$ cat src/rtl/data_mem_arbiter.sv
// data_mem_arbiter: two-port round-robin arbiter in front of a single DataMemory.
// Accepts one load/store at a time, checks it for a legal op, natural alignment
// and bounds, drives a one-cycle registered memory strobe and returns a one-cycle
// response pulse on the port that issued the request.
//
// Ports:
//   clk, rst_n                         clock, asynchronous active-low reset
//   ReqN_Valid / ReqN_Ready            request handshake, N = 0, 1
//   ReqN_Write, ReqN_Op                1 = store; MemOp encoding (lb/lh/lw/lbu/lhu)
//   ReqN_Addr, ReqN_WData              byte address and store data
//   RspN_Valid, RspN_RData, RspN_Err   response pulse, load data, error flag
//   MemOp, DataAddr, WriteData         registered DataMemory access fields
//   MemRead, MemWrite                  registered one-cycle DataMemory strobes
//   MemReadDataOut                     DataMemory read data, valid the cycle after the access
module data_mem_arbiter #(
    parameter int unsigned MEM_BYTES = 256
) (
    input  logic        clk,
    input  logic        rst_n,
    input  logic        Req0_Valid,
    output logic        Req0_Ready,
    input  logic        Req0_Write,
    input  logic [2:0]  Req0_Op,
    input  logic [31:0] Req0_Addr,
    input  logic [31:0] Req0_WData,
    input  logic        Req1_Valid,
    output logic        Req1_Ready,
    input  logic        Req1_Write,
    input  logic [2:0]  Req1_Op,
    input  logic [31:0] Req1_Addr,
    input  logic [31:0] Req1_WData,
    output logic        Rsp0_Valid,
    output logic [31:0] Rsp0_RData,
    output logic        Rsp0_Err,
    output logic        Rsp1_Valid,
    output logic [31:0] Rsp1_RData,
    output logic        Rsp1_Err,
    output logic [2:0]  MemOp,
    output logic [31:0] DataAddr,
    output logic [31:0] WriteData,
    output logic        MemRead,
    output logic        MemWrite,
    input  logic [31:0] MemReadDataOut
);

    typedef enum logic [1:0] {StIdle, StIssue, StWait, StResp} state_e;

    state_e      state_q;
    logic        last_grant_q;
    logic        gnt_q;
    logic        write_q;
    logic [1:0]  rsp_valid_q;
    logic [1:0]  rsp_err_q;
    logic [31:0] rdata_q;
    logic [2:0]  mem_op_q;
    logic [31:0] data_addr_q;
    logic [31:0] write_data_q;
    logic        mem_read_q;
    logic        mem_write_q;

    logic        sel;        // 1 selects port 1
    logic        accept;
    logic        sel_write;
    logic [2:0]  sel_op;
    logic [31:0] sel_addr;
    logic [31:0] sel_wdata;
    logic [2:0]  acc_bytes;
    logic        op_ok;
    logic        align_ok;
    logic [32:0] end_addr;   // one extra bit so addresses near 2^32 cannot wrap
    logic        req_err;

    always_comb begin
        // On a tie the port that did not win last time gets the grant.
        sel       = Req1_Valid && (!Req0_Valid || !last_grant_q);
        accept    = (state_q == StIdle) && (Req0_Valid || Req1_Valid);
        sel_write = sel ? Req1_Write : Req0_Write;
        sel_op    = sel ? Req1_Op    : Req0_Op;
        sel_addr  = sel ? Req1_Addr  : Req0_Addr;
        sel_wdata = sel ? Req1_WData : Req0_WData;

        acc_bytes = 3'd4;
        op_ok     = 1'b0;
        case (sel_op)
            3'b000, 3'b100: begin acc_bytes = 3'd1; op_ok = 1'b1; end
            3'b001, 3'b101: begin acc_bytes = 3'd2; op_ok = 1'b1; end
            3'b010:         begin acc_bytes = 3'd4; op_ok = 1'b1; end
            default:        begin acc_bytes = 3'd4; op_ok = 1'b0; end
        endcase

        if (acc_bytes == 3'd2) begin
            align_ok = !sel_addr[0];
        end else if (acc_bytes == 3'd4) begin
            align_ok = (sel_addr[1:0] == 2'b00);
        end else begin
            align_ok = 1'b1;
        end

        end_addr = {1'b0, sel_addr} + {30'b0, acc_bytes};
        req_err  = !op_ok || !align_ok || (end_addr > 33'(MEM_BYTES));

        // Ready is combinational from Valid, so reset must mask it directly.
        Req0_Ready = rst_n && accept && !sel;
        Req1_Ready = rst_n && accept && sel;
    end

    always_ff @(posedge clk or negedge rst_n) begin
        if (!rst_n) begin
            state_q      <= StIdle;
            last_grant_q <= 1'b1;
            gnt_q        <= 1'b0;
            write_q      <= 1'b0;
            rsp_valid_q  <= 2'b00;
            rsp_err_q    <= 2'b00;
            rdata_q      <= '0;
            mem_op_q     <= '0;
            data_addr_q  <= '0;
            write_data_q <= '0;
            mem_read_q   <= 1'b0;
            mem_write_q  <= 1'b0;
        end else begin
            case (state_q)
                StIdle: begin
                    if (accept) begin
                        last_grant_q <= sel;
                        gnt_q        <= sel;
                        write_q      <= sel_write;
                        rdata_q      <= '0;
                        if (req_err) begin
                            // Errored requests never touch the memory bus.
                            state_q          <= StResp;
                            rsp_valid_q[sel] <= 1'b1;
                            rsp_err_q[sel]   <= 1'b1;
                        end else begin
                            state_q      <= StIssue;
                            mem_op_q     <= sel_op;
                            data_addr_q  <= sel_addr;
                            write_data_q <= sel_wdata;
                            mem_read_q   <= !sel_write;
                            mem_write_q  <= sel_write;
                        end
                    end
                end
                StIssue: begin
                    mem_read_q  <= 1'b0;
                    mem_write_q <= 1'b0;
                    if (write_q) begin
                        state_q            <= StResp;
                        rsp_valid_q[gnt_q] <= 1'b1;
                    end else begin
                        state_q <= StWait;
                    end
                end
                StWait: begin
                    rdata_q            <= MemReadDataOut;
                    state_q            <= StResp;
                    rsp_valid_q[gnt_q] <= 1'b1;
                end
                StResp: begin
                    rsp_valid_q <= 2'b00;
                    rsp_err_q   <= 2'b00;
                    state_q     <= StIdle;
                end
                default: state_q <= StIdle;
            endcase
        end
    end

    assign Rsp0_Valid = rsp_valid_q[0];
    assign Rsp1_Valid = rsp_valid_q[1];
    assign Rsp0_Err   = rsp_err_q[0];
    assign Rsp1_Err   = rsp_err_q[1];
    assign Rsp0_RData = gnt_q ? 32'h0 : rdata_q;
    assign Rsp1_RData = gnt_q ? rdata_q : 32'h0;
    assign MemOp      = mem_op_q;
    assign DataAddr   = data_addr_q;
    assign WriteData  = write_data_q;
    assign MemRead    = mem_read_q;
    assign MemWrite   = mem_write_q;

endmodule

$ cat config.mk
export PLATFORM = sky130hd
export DESIGN_NAME = data_mem_arbiter
export DESIGN_NICKNAME = d
export VERILOG_FILES = /design/src/rtl/data_mem_arbiter.sv
export SDC_FILE = /design/constraint.sdc
export NUM_CORES = 1
export LEC_CHECK = 0
export BUFFER_PORTS_ARGS = -buffer_cell sky130_fd_sc_hd__buf_2
export CORE_MARGIN = 2
export CORE_UTILIZATION = 46
export CTS_CLUSTER_DIAMETER = 200
export DETAILED_ROUTE_END_ITERATION = 10
export PLACE_DENSITY = 0.83
export SLEW_MARGIN = 0
export SYNTH_ARGS = -nofsm -noshare
export SYNTH_HDL_FRONTEND = slang
export SYNTH_SLANG_ARGS = --single-unit
$ cat constraint.sdc
create_clock -name clk -period 15.02 [get_ports clk]
set_clock_uncertainty 0.2 [all_clocks]
set_input_delay 2.253 -clock clk [delete_from_list [all_inputs] [get_ports clk]]
set_output_delay 2.253 -clock clk [all_outputs]
set_load 0.01 [all_outputs]
[Word level (Yosys, flattened, before mapping)]
Index checks and enable logic that the tools add are counted.
Word-level totals
  register bits: 110
  output and inout bits: 139
  logic and storage cells: 101
Operators by class
  $add $sub $neg: 1
  order comparisons: 5
  equality and inequality tests: 13
  mux-type cells: 33
  bitwise operators: 4
  reduce and logical (&&, ||, !) cells: 33
Operator list (count)
  two-way mux 32 bit: 5
  one-hot mux 32 bit (2 select lines): 1
  adder 32 x 3 -> 33 bit: 1
  > comparator 33 x 9 -> 1 bit (second input constant): 1
  one-hot mux 2 bit (4 select lines): 2
  two-way mux 2 bit: 7
  AND reduction 3 bit: 4
  two-way mux 1 bit: 11
  equality test 3 bit (second input constant): 3
  inequality test 2 bit (second input constant): 4
  logical AND 1 bit: 7
  zero test 1 bit: 7
  equality test 3 x 2 -> 1 bit (second input constant): 2
  bitwise OR 2 bit: 3
  one-hot mux 3 bit (2 select lines): 1
  nonzero test 2 bit: 3
  OR reduction 5 bit: 1
  equality test 2 bit (second input constant): 2
  zero test 2 bit: 2
  logical OR 1 bit: 4
  less-than comparator 1 x 2 -> 1 bit (second input constant): 2
  one-hot mux 1 bit (2 select lines): 2
  one-hot mux 2 bit (2 select lines): 1
  AND reduction 2 bit: 2
  other kinds (8): 11

[Depth between registers and ports, before layout]
Gate-level depths: netlist of run 1.
  word-level depth: 16
  depth in mapped cells: 22

[Worst setup path before layout of run 1]
OpenSTA, ideal clock, no wires.
  path type: input -> register
  start point: input Req1_Valid
  end point: register rsp_err_q[1]
  data arrival time: 7.052 ns
  required time: 14.694 ns
  path slack: 7.642 ns
  stages: 19
  buffers on the path: 5
  cell sequence: a21bo_1 > buf_6 > buf_2 > clkbuf_1 > clkbuf_1 > buf_1 > nand2_1 > and3_1 > ha_1 > fa_1 > a21oi_1 > nor4_1 > or2_2 > mux2i_1 > nand4_1 > or4b_1 > nor4_4 > nor3_1 > a311o_1
Between the ends
  cells in the longest elaborated chain, start to end: 13
  elaborated cells between the ends (all ways): 39
  those cells by class: add/sub: 1; order compare: 3; eq/ne: 8; mux: 11; bitwise: 1; reduce/logical: 15
RTL lines
  from (decl): RTL line 26  | input logic Req1_Valid,
  branches (longest 13 deep; another with adder 32 x 3 -> 33 bit)
  to (signal assigned): RTL line 114  | rsp_err_q <= 2'b00;
  to (signal, indexed assignment): RTL line 133  | rsp_err_q[sel] <= 1'b1;
  to (signal assigned): RTL line 161  | rsp_err_q <= 2'b00;
  to (decl): RTL line 53  | logic [1:0] rsp_err_q;
Several ways; the timed one is not identified. The select of a mux whose other input is x is not followed.
A chain may end at the register's enable or synchronous reset.

[Worst setup path in the final report of run 1]
  start point: input Req1_Valid
  end point: register mem_write_q (netlist: MemWrite)
Between the ends
  cells in the longest elaborated chain, start to end: 13
  elaborated cells between the ends (all ways): 34
  those cells by class: add/sub: 1; order compare: 1; eq/ne: 8; mux: 10; reduce/logical: 14
RTL lines
  branches (longest 13 deep; another with adder 32 x 3 -> 33 bit)
  to (signal assigned): RTL line 140  | mem_write_q <= sel_write;
  to (decl): RTL line 59  | logic mem_write_q;
Several ways; the timed one is not identified. The select of a mux whose other input is x is not followed.

==> summary.txt, run 1 <==
Route
  • Post-DR wirelength/cell: 18.0 µm
  • Number of vias in the routed layout: 6,754
  • Total detailed-routing wirelength: ~21,000 µm
  • DR pass1 iterations: 5
  • DRT iter0 DRCs: between 400 and 500
  • Residual antenna-violating net count after detailed routing: 0
  • Detail-routed via count per cell: 5.66
  • Remaining design rule violation count: 0

Timing
  • Worst Setup Slack, final: roughly 7.2 ns
  • RSZ-0062 raised after global routing: false
  • Setup total negative slack: 0 ns
  • Portion of the clock cycle consumed by the worst path in the final layout: between 50% and 60%
  • Worst slew slack as a fraction of its limit: 19.8%
  • Measured slew at the worst slew-check pin: 1.20 ns
  • Shortest period the worst path allows: 7.78 ns
  • Final count of pins violating max slew: 0
  • Number of setup violations in the final report: 0
  • Highest clock rate: 129 MHz
  • Number of hold violations in the final report: 0

Cells and area
  • Fraction of final layout cells sized beyond drive strength 1: approximately two fifths
  • Area grow syn2layout: 28.5%
  • Post-route non-filler standard cell count: between 1k and 1.5k
  • NumNets Final: 1,185
  • Final core occ: around three fifths

Floorplanning
  • Ports: between 300 and 400
  • Die Width: roughly 130 µm
  • Effective utilization at floorplan: between 40 and 50%
  • Placeable core region: approximately 15,000 µm²
  • Full die area: between 15,000 and 20,000 µm²
  • Core Rows: 44
  • Vertical die dimension: around 130 µm

Synthesis
  • Most frequently used flop master after synthesis: dfrtp_1
  • Async SR Flop Fraction: 100%
  • Number of enable-type register cells in the synthesized netlist: 0
  • Synth unique cells: around 70
  • Area leader, netlist: dfrtp_1
  • Mean instance size in the synthesized netlist: ~9.5 µm²
  • Count of mapped cells out of synthesis: approximately 720
  • Sequential cell area fraction in the yosys report: 40.2%
  • Synth Net Count: 900
  • Leading post-synthesis cells by cell area: dfrtp_1 (40%), mux2i_1 (7.9%), and2_1 (5.4%)
  • Cell area after technology mapping: between 6000 and 7000 µm²
  • Yosys warnings: 0
  • Register bit total from synthesis: between 100 and 150
  • Share of Yosys cell area claimed by the top area cell type: between 30% and 40%

Global routing
  • First-pass GRT wire length: roughly 33,000 µm
  • Antenna violations before repair: 2
  • Via count of the first global-routing pass: about 6.3k
  • Pin count of the biggest net entering global routing: 75
  • Global routing usage summed across all routing layers: between 20% and 30%
  • Total grt overflow: 0

Worst setup path
  • Maximum fanout along the worst path: between 40 and 50
  • Cell type of the slowest stage on the worst timing path: buf_4
  • Category of cells accounting for the largest share of critical-path delay: simple AND/OR/NAND/NOR gates
  • Max stage delay on crit path: 0.68 ns
  • Critical path data arrival time: 7.82 ns
  • Category of the worst setup path capture point: register
  • Critical path type: in2reg
  • Cell type with the highest occurrence count on the critical path: and3_1
  • Number of buffers and inverters on the critical path: 2
  • Endpoint required time on the critical path: roughly 15 ns
  • Count of cell instances traversed by the critical path: 16
  • Cells traversed along the worst timing path: buf_2 -> a21bo_4 -> buf_4 -> nand2_1 -> and3_1 -> ha_1 -> fa_1 -> a21oi_1 -> nor4_1 -> or2_2 -> and3_1 -> a211oi_1 -> or4b_1 -> nor4_4 -> nand2b_4 -> o31ai_2
  • Number of cells on the worst reg-to-reg path: 15
  • Launching element type of the critical path: primary input

Flow run
  • Max-capacitance violation count: 0

Pwr
  • Pwr/cell area: 123 nW/µm²
  • Overall Power: approximately 1.1 mW
  • Leakage power figure: ~4.7 nW
  • Highest ir drop seen on vdd: between 70 and 80 µV

Clock tree
  • Resize count post-CTS: 0
  • CTS sink count: 110
  • Hold bufs inserted after CTS: 0
  • Clock tree from TritonCTS: built
  • Clock slew at reported path FFs: 0.07 ns
  • Number of buffers on the longest clock path: 2
  • Clock Latency Late Sink: approximately 0.34 ns
  • Root Buffer Master: clkbuf_16
  • Setup Buffers After CTS: 0
  • Number of H-tree levels: 3
  • Number of buffers added by the clock tree synthesis step: 9

Hold path
  • Worst hold path stage count: 2
  • Kind of path behind the tightest hold check: reg2reg

Placement
  • Setup slack after placement: 6.88 ns
  • Dpl hpwl: between 15,000 and 20,000 µm
  • Inst Count DP: about 1.2k
  • Last weighted congestion value of the routability-driven placer: roughly 0.95
  • IO buf count: between 300 and 400

Status
  • Status: completed
-- worst register-to-register path: cells and delay by family (launching register included) --
kind                     cells  cell delay, ns
AND/OR/NAND/NOR              8            2.69
buffers and inverters        1            0.69
adder cells (fa/ha/maj)      2            0.63
AO/OA/AOI/OAI                4            1.39
flip-flops                   1            0.60
-- per-stage QoR --
step | instance area, µm² | hold slack (ns)
global route | 8800 | 0.298
CTS | 8800 | 0.276
detailed placement | 8490 | 0.259
global placement | 8490 | 0.257
floorplan | 6850 | 0.280
finish | 8800 | 0.272
-- layer usage --
metal / track usage [%] / share of wire [%] / up-vias
met5: 0 / 0.061 / -
met4: 10.1 / 3.5 / 2
met3: 2.97 / 5.8 / 52
met2: 47.4 / 51 / 291
met1: 31.8 / 39 / 3208
li1: - / - / 3201
-- cells by family (layout without fill, tap and decap cells) --
| family | after synthesis | after routing | synth area share (%) |
|---|---|---|---|
| compound gates | 168 | 168 | 19.5 |
| xor+xnor | 17 | 17 | 2.17 |
| fa+ha+maj | 9 | 9 | 1.75 |
| buf+inv | 49 | 339 | 3.38 |
| flops | 110 | 110 | 40.2 |
| mux | 63 | 63 | 9.37 |
| other cells | 0 | 1 | 0 |
| simple gates | 303 | 303 | 23.6 |
-- sequential cells by signal (all words and copies together) (netlist names) --
name          cells
write_q           1
MemOp             3
WriteData        32
rdata_q          32
rsp_err_q         2
MemRead           1
rsp_valid_q       2
last_grant_q      1
gnt_q             1
DataAddr         32
MemWrite          1
state_q           2
-- report_power, final --
group | switching (mW) | internal, mW | leakage (nW)
sequential | 0.0366 | 0.347 | 1.48
combinational | 0.264 | 0.202 | 3.06
clock | 0.117 | 0.118 | 0.147
total | 0.418 | 0.667 | 4.69
-- layout by cell type, fill, tap and decap left out, types with 3 or more instances in the layout --
cell type / netlist / final
a2111oi_0: 3 / 3
a211oi_1: 6 / 6
a21o_1: 4 / 4
a21oi_1: 21 / 21
a22o_1: 32 / 32
a311o_1: 3 / 3
a31oi_1: 8 / 8
a32o_1: 3 / 3
and2_1: 59 / 59
and3_1: 8 / 8
buf_2: 5 / 309
buf_4: 1 / 7
clkbuf_16: 0 / 9
dfrtp_1: 109 / 109
ha_1: 8 / 8
inv_1: 7 / 7
inv_6: 0 / 3
mux2_2: 9 / 9
mux2i_1: 54 / 54
nand2_1: 86 / 86
nand3_1: 24 / 24
nand4_1: 12 / 12
nor2_1: 33 / 33
nor2b_1: 34 / 34
nor3_1: 12 / 12
nor3b_1: 5 / 5
nor4_1: 12 / 12
o2111ai_1: 4 / 4
o211ai_1: 5 / 5
o21ai_0: 9 / 9
o21ai_2: 40 / 41
o221ai_1: 3 / 3
o31a_1: 3 / 3
or2_2: 3 / 3
or3_1: 4 / 4
xnor2_1: 12 / 12
xor2_1: 5 / 5
-- synthesized netlist by cell type (4+ instances only) --
cell and number:
dfrtp_1 109, nand2_1 86, and2_1 59, mux2i_1 54
o21ai_2 40, nor2b_1 34, nor2_1 33, a22o_1 32
clkbuf_1 28, nand3_1 24, a21oi_1 21, nand4_1 12
nor3_1 12, nor4_1 12, xnor2_1 12, mux2_2 9
o21ai_0 9, a31oi_1 8, and3_1 8, ha_1 8
inv_1 7, a211oi_1 6, buf_2 5, buf_6 5
nor3b_1 5, o211ai_1 5, xor2_1 5, a21o_1 4
o2111ai_1 4, or3_1 4
-- final cells by class --
class	count	area, µm²
Antenna cell	1	2.50
Clock buffer	9	225
Clock inverter	7	76.3
Fill cell	1293	5740
Inverter	7	26.3
Multi-Input combinational cell	560	3880
Sequential cell	110	2750
Tap cell	184	230
Timing Repair Buffer	316	1600
-- path summary, 6_finish.rpt --
| path | from | to | slack (ns) |
|---|---|---|---|
| worst max-delay path | Req1_Valid | MemWrite$_DFFE_PN0P_ | 7.24 |
| max in group asynchronous | rst_n | DataAddr[0]$_DFFE_PN0P_ | 11.65 |
| worst min-delay path | WriteData[20]$_DFFE_PN0P_ | WriteData[20]$_DFFE_PN0P_ | 0.27 |
| min in group asynchronous | rst_n | rdata_q[8]$_DFFE_PN0P_ | 1.66 |
| worst min register to register | WriteData[20]$_DFFE_PN0P_ | WriteData[20]$_DFFE_PN0P_ | 0.27 |
| worst max register to register | last_grant_q$_DFFE_PN1P_ | MemWrite$_DFFE_PN0P_ | 8.72 |
Note: power is estimated with default switching activity, not from simulation.
==> inputs of run 2 (changes only) <==
- clock period: 15.02 -> 8.1 ns (I/O delays scaled with it)
==> summary.txt, run 2 (same netlist as run 1, synthesis figures left out) <==
Clock tree
  • Clock Latency Late Sink: 0.34 ns
  • Setup Buffers After CTS: 0
  • Root Buffer Master: clkbuf_16
  • Hold bufs inserted after CTS: 0
  • Resize count post-CTS: 0
  • Clock tree from TritonCTS: built
  • Number of buffers on the longest clock path: 2
  • Number of H-tree levels: 3
  • CTS sink count: between 100 and 150
  • Number of buffers added by the clock tree synthesis step: 9
  • Clock slew at reported path FFs: around 0.070 ns

Pwr
  • Proportion of power drawn by the clock network: between 20% and 30%
  • Net Sw Power: between 0.7 and 0.8 mW
  • Sequential power share: about a third
  • Pwr/cell area: roughly 230 nW/µm²
  • Switching fraction of total power: a little under two fifths
  • Internal power component: roughly 1.3 mW
  • Gate power share: 42.5%
  • Leakage power figure: ~4.7 nW
  • Highest ir drop seen on vdd: between 150 and 200 µV

Cells and area
  • Area grow syn2layout: 28.7%
  • Filler cells: roughly 1.3k
  • Post-route non-filler standard cell count: about 1.2k
  • Commonest cells after routing, fill and taps aside: buf_2 (309), dfrtp_1 (109), nand2_1 (86)
  • Combined area of the multi-input logic cells: ~3900 µm²
  • Reg area: roughly 2800 µm²
  • Fraction of final layout cells sized beyond drive strength 1: between 30% and 40%
  • Final core occ: between 60% and 70%
  • Most common cell after layout, fill and taps aside: buf_2
  • NumNets Final: ~1.2k

Route
  • Residual antenna-violating net count after detailed routing: 0
  • Number of vias in the routed layout: between 6k and 7k
  • Post-DR wirelength/cell: 17.9 µm
  • Total detailed-routing wirelength: about 21,000 µm
  • Remaining design rule violation count: 0
  • DRT iter0 DRCs: 470
  • DR pass1 iterations: 5
  • Detail-routed via count per cell: between 5 and 6

Worst setup path
  • Number of cells on the worst reg-to-reg path: 14
  • Setup slack of the most critical reg-to-reg path: roughly 2.5 ns
  • Endpoint required time on the critical path: 8.13 ns
  • Launch point of the critical path: Req1_Valid
  • Critical path data arrival time: roughly 6.3 ns
  • Capture point of the worst reg-to-reg path: DataAddr[3]$_DFFE_PN0P_
  • Category of the worst setup path capture point: register
  • Critical path type: in2reg
  • Launching element type of the critical path: primary input
  • Startpoint of the most critical register-to-register path: last_grant_q$_DFFE_PN1P_
  • Maximum fanout along the worst path: 42

Timing
  • Setup total negative slack: 0 ns
  • Portion of the clock cycle consumed by the worst path in the final layout: about three quarters
  • Final count of pins violating max slew: 0
  • Highest clock rate: about 160 MHz
  • Number of setup violations in the final report: 0
  • Measured slew at the worst slew-check pin: around 1.2 ns
  • Worst slew slack as a fraction of its limit: 20.1%
  • RSZ-0062 raised after global routing: false
  • Shortest period the worst path allows: approximately 6.2 ns
  • Number of hold violations in the final report: 0

Global routing
  • Global routing usage summed across all routing layers: between 20% and 30%
  • Total grt overflow: 0
  • Antenna violations before repair: 4
  • Via count of the first global-routing pass: 6,285
  • First-pass GRT wire length: about 33,000 µm
  • Pin count of the biggest net entering global routing: 70

Floorplanning
  • Die Width: ~130 µm
  • Effective utilization at floorplan: 47.1%
  • Full die area: roughly 16,000 µm²
  • Placeable core region: ~15,000 µm²
  • Vertical die dimension: around 130 µm
  • Ports: just over 300
  • Core Rows: between 40 and 50

Placement
  • IO buf count: 310
  • Inst Count DP: 1,177
  • Dpl hpwl: between 15,000 and 20,000 µm
  • Last weighted congestion value of the routability-driven placer: roughly 0.95

Flow run
  • Max-capacitance violation count: 0

Hold path
  • Endpoint, Worst Hold: DataAddr[3]$_DFFE_PN0P_
  • Kind of path behind the tightest hold check: reg2reg
  • Launch instance of the worst min-delay path: DataAddr[3]$_DFFE_PN0P_
  • Worst hold path stage count: 1

Status
  • Status: completed
==> run 2: changes by cell type in the layout (fill, tap and decap cells not counted), sizes merged <==
cell / before / now
bufinv: 0 / 1
clkinv: 4 / 2
diode: 1 / 2
inv: 10 / 11
==> run 2: worst max-delay path by stage <==
stage                                to  slack [ns]  cells after the start
4_1_cts            MemWrite$_DFFE_PN0P_        1.82                     15
5_1_grt            MemWrite$_DFFE_PN0P_        1.53                     15
2_1_floorplan  rsp_err_q[1]$_DFFE_PN0P_        1.76                     19
3_3_place_gp    DataAddr[3]$_DFFE_PN0P_        1.72                     15
3_5_place_dp       MemWrite$_DFFE_PN0P_        1.49                     15
6_report        DataAddr[3]$_DFFE_PN0P_        1.87                     15
==> run 2: power groups by stage <==
| stage | Sequential [mW] | Clock (mW) | Combinational [mW] |
|---|---|---|---|
| final | 0.713 | 0.461 | 0.869 |
| after global placement | 0.716 | 0 | 0.847 |
| after detailed placement | 0.722 | 0 | 0.864 |
| after global routing | 0.726 | 0.491 | 0.950 |
| after floorplan | 0.700 | 0 | 0.584 |
| after CTS | 0.711 | 0.468 | 0.868 |
==> run 2: final cells by class <==
class	instances	area share, %
antenna	2	0.0568
clock buffer	9	2.56
clock inverter	7	0.994
inverter	7	0.298
multi-input combinational	560	44.1
sequential	110	31.3
tap	184	2.61
timing repair buffer	316	18.1
==> run 2: per-layer routing <==
layer / track usage (%) / share of wire (%) / routed length, µm / vias up
met5: 0 / 0.21 / 46 / -
met4: 9.95 / 3.4 / 723 / 6
met3: 4.46 / 6.6 / 1410 / 54
met2: 46.1 / 51 / 10900 / 295
met1: 31.4 / 39 / 8380 / 3165
li1: - / - / - / 3201
==> run 2: stage by stage <==
step	total power, mW	instance area [µm²]	setup WS [ns]	hold slack (ns)
floorplan	1.28	6850	1.76	0.280
global placement	1.56	8490	1.72	0.256
detailed placement	1.59	8490	1.49	0.259
CTS	2.05	8810	1.82	0.276
global route	2.17	8810	1.53	0.290
finish	2.04	8810	1.87	0.273
==> run 2: worst max-delay path, cell delays in order <==
cell and delay (ns):
buf_2 0.13, a21boi_4 0.59, mux2i_1 0.24, and3_1 0.24
ha_1 0.20, fa_1 0.42, a21oi_1 0.33, nor4_1 0.13
or2_2 0.38, mux2i_1 0.20, nand4_1 0.09, or4b_1 0.58
nor4_4 0.60, nand2b_4 0.51, a21o_1 0.33
==> inputs of run 3 (changes only) <==
- CORE_UTILIZATION: 46 -> 43
- PLACE_DENSITY: 0.83 -> 0.81
- clock period: 8.1 -> 5.53 ns (I/O delays scaled with it)
==> summary.txt, run 3 (same netlist as run 1, synthesis figures left out) <==
Worst setup path
  • Critical path data arrival time: 5.07 ns
  • Category of cells accounting for the largest share of critical-path delay: simple AND/OR/NAND/NOR gates
  • Category of the worst setup path capture point: register
  • Number of cells on the worst reg-to-reg path: 16
  • Maximum fanout along the worst path: 42
  • Critical path type: in2reg
  • Count of cell instances traversed by the critical path: 16
  • Cells traversed along the worst timing path: buf_2 -> a21boi_4 -> mux2i_1 -> and3_1 -> ha_1 -> fa_1 -> a21oi_1 -> nor4_1 -> nor2_1 -> or3_1 -> xor2_1 -> or3_4 -> nor4_4 -> nand2b_4 -> buf_12 -> a21o_1
  • Launching element type of the critical path: primary input
  • Number of buffers and inverters on the critical path: 2
  • Max stage delay on crit path: around 0.58 ns
  • Cell type of the slowest stage on the worst timing path: nor4_4
  • Endpoint required time on the critical path: about 5.6 ns

Timing
  • Highest clock rate: 199 MHz
  • Hold WS: ~0.27 ns
  • Final count of pins violating max slew: 0
  • RSZ-0062 raised after global routing: false
  • Portion of the clock cycle consumed by the worst path in the final layout: approximately 90%
  • Shortest period the worst path allows: ~5.0 ns
  • Worst slew slack as a fraction of its limit: a little over a fifth
  • Setup total negative slack: 0 ns
  • Number of setup violations in the final report: 0
  • Number of hold violations in the final report: 0
  • Worst Setup Slack, final: 0.512 ns
  • Measured slew at the worst slew-check pin: approximately 1.2 ns

Status
  • Status: completed

Hold path
  • Worst hold path stage count: 2
  • Kind of path behind the tightest hold check: reg2reg

Floorplanning
  • Core Rows: 46
  • Effective utilization at floorplan: 43.6%
  • Die Width: 130 µm
  • Vertical die dimension: around 130 µm
  • Full die area: ~17,000 µm²
  • Ports: 311
  • Placeable core region: around 16,000 µm²

Clock tree
  • Number of buffers added by the clock tree synthesis step: 9
  • Clock slew at reported path FFs: around 0.080 ns
  • Setup Buffers After CTS: 0
  • Resize count post-CTS: 0
  • CTS sink count: between 100 and 150
  • Clock Latency Late Sink: between 0.3 and 0.4 ns
  • Number of H-tree levels: 3
  • Clock tree from TritonCTS: built
  • Hold bufs inserted after CTS: 0
  • Number of buffers on the longest clock path: 2
  • Root Buffer Master: clkbuf_16

Cells and area
  • Most common cell after layout, fill and taps aside: buf_2
  • NumNets Final: roughly 1.2k
  • Final core occ: 57.0%
  • Final instance area: 8960 µm²
  • Commonest cells after routing, fill and taps aside: buf_2 (309), dfrtp_1 (109), nand2_1 (86)
  • Fraction of final layout cells sized beyond drive strength 1: about two fifths
  • Area grow syn2layout: 30.9%
  • Post-route non-filler standard cell count: 1,236

Global routing
  • Global routing usage summed across all routing layers: 22.9%
  • First-pass GRT wire length: just over 30,000 µm
  • Via count of the first global-routing pass: around 6.1k
  • Antenna violations before repair: 3
  • Total grt overflow: 0
  • Pin count of the biggest net entering global routing: 70

Placement
  • Inst Count DP: around 1.2k
  • Setup slack after placement: approximately 0.14 ns
  • Last weighted congestion value of the routability-driven placer: 0.909
  • Dpl hpwl: roughly 16,000 µm
  • Post-place instance area: around 8600 µm²
  • IO buf count: 310

Pwr
  • Leakage power figure: approximately 4.7 nW
  • Overall Power: slightly above 3 mW
  • Pwr/cell area: approximately 340 nW/µm²
  • Highest ir drop seen on vdd: between 150 and 200 µV

Route
  • DRT iter0 DRCs: 379
  • Total detailed-routing wirelength: ~20,000 µm
  • Residual antenna-violating net count after detailed routing: 0
  • DR pass1 iterations: 5
  • Remaining design rule violation count: 0
  • Number of vias in the routed layout: about 6.7k
  • Detail-routed via count per cell: around 5.4
  • Post-DR wirelength/cell: 16.5 µm

Flow run
  • Max-capacitance violation count: 0
==> run 3: worst paths after layout <==
path / startpoint / end / slack, ns
setup / recovery: Req1_Valid / DataAddr[3]$_DFFE_PN0P_ / 0.51
hold / removal: WriteData[21]$_DFFE_PN0P_ / WriteData[21]$_DFFE_PN0P_ / 0.27
setup reg to reg: last_grant_q$_DFFE_PN1P_ / DataAddr[3]$_DFFE_PN0P_ / 0.67
hold reg to reg: WriteData[21]$_DFFE_PN0P_ / WriteData[21]$_DFFE_PN0P_ / 0.27
max in group asynchronous: rst_n / rdata_q[10]$_DFFE_PN0P_ / 3.63
min in group asynchronous: rst_n / WriteData[18]$_DFFE_PN0P_ / 0.29
==> run 3: routing by layer <==
metal  track usage (%)  wire (µm)
met3              4.47       1680
met4              10.1        625
met2              38.6       9850
met5                 0          0
met1              28.7       8210
==> run 3: where the power goes <==
part | leakage (nW) | internal (mW) | switching [mW] | total [mW]
Sequential | 1.48 | 0.942 | 0.0956 | 1.04
Combinational | 3.10 | 0.559 | 0.714 | 1.27
Clock | 0.163 | 0.409 | 0.314 | 0.723
==> run 3: cell type report <==
type / count / area (µm²)
multi-input cells: 560 / 3880
well taps: 216 / 270
diodes: 4 / 10.0
repair buffers: 323 / 1680
fillers: 1450 / 6750
clock inverters: 7 / 115
flip-flops and latches: 110 / 2750
clock buffers: 9 / 225
inverters: 7 / 26.3
==> run 3: worst reg2reg max path, stage by stage (launching register included) <==
cell and delay [ns]:
dfstp_2 0.59, a21boi_4 0.08, buf_4 0.17, buf_4 0.21
nand2_1 0.11, nand2_1 0.07, ha_1 0.36, a21oi_1 0.14
nor4_1 0.48, nor2_1 0.22, or3_1 0.44, xor2_1 0.17
or3_4 0.40, nor4_4 0.59, nand2b_4 0.09, buf_12 0.20
a21o_1 0.24
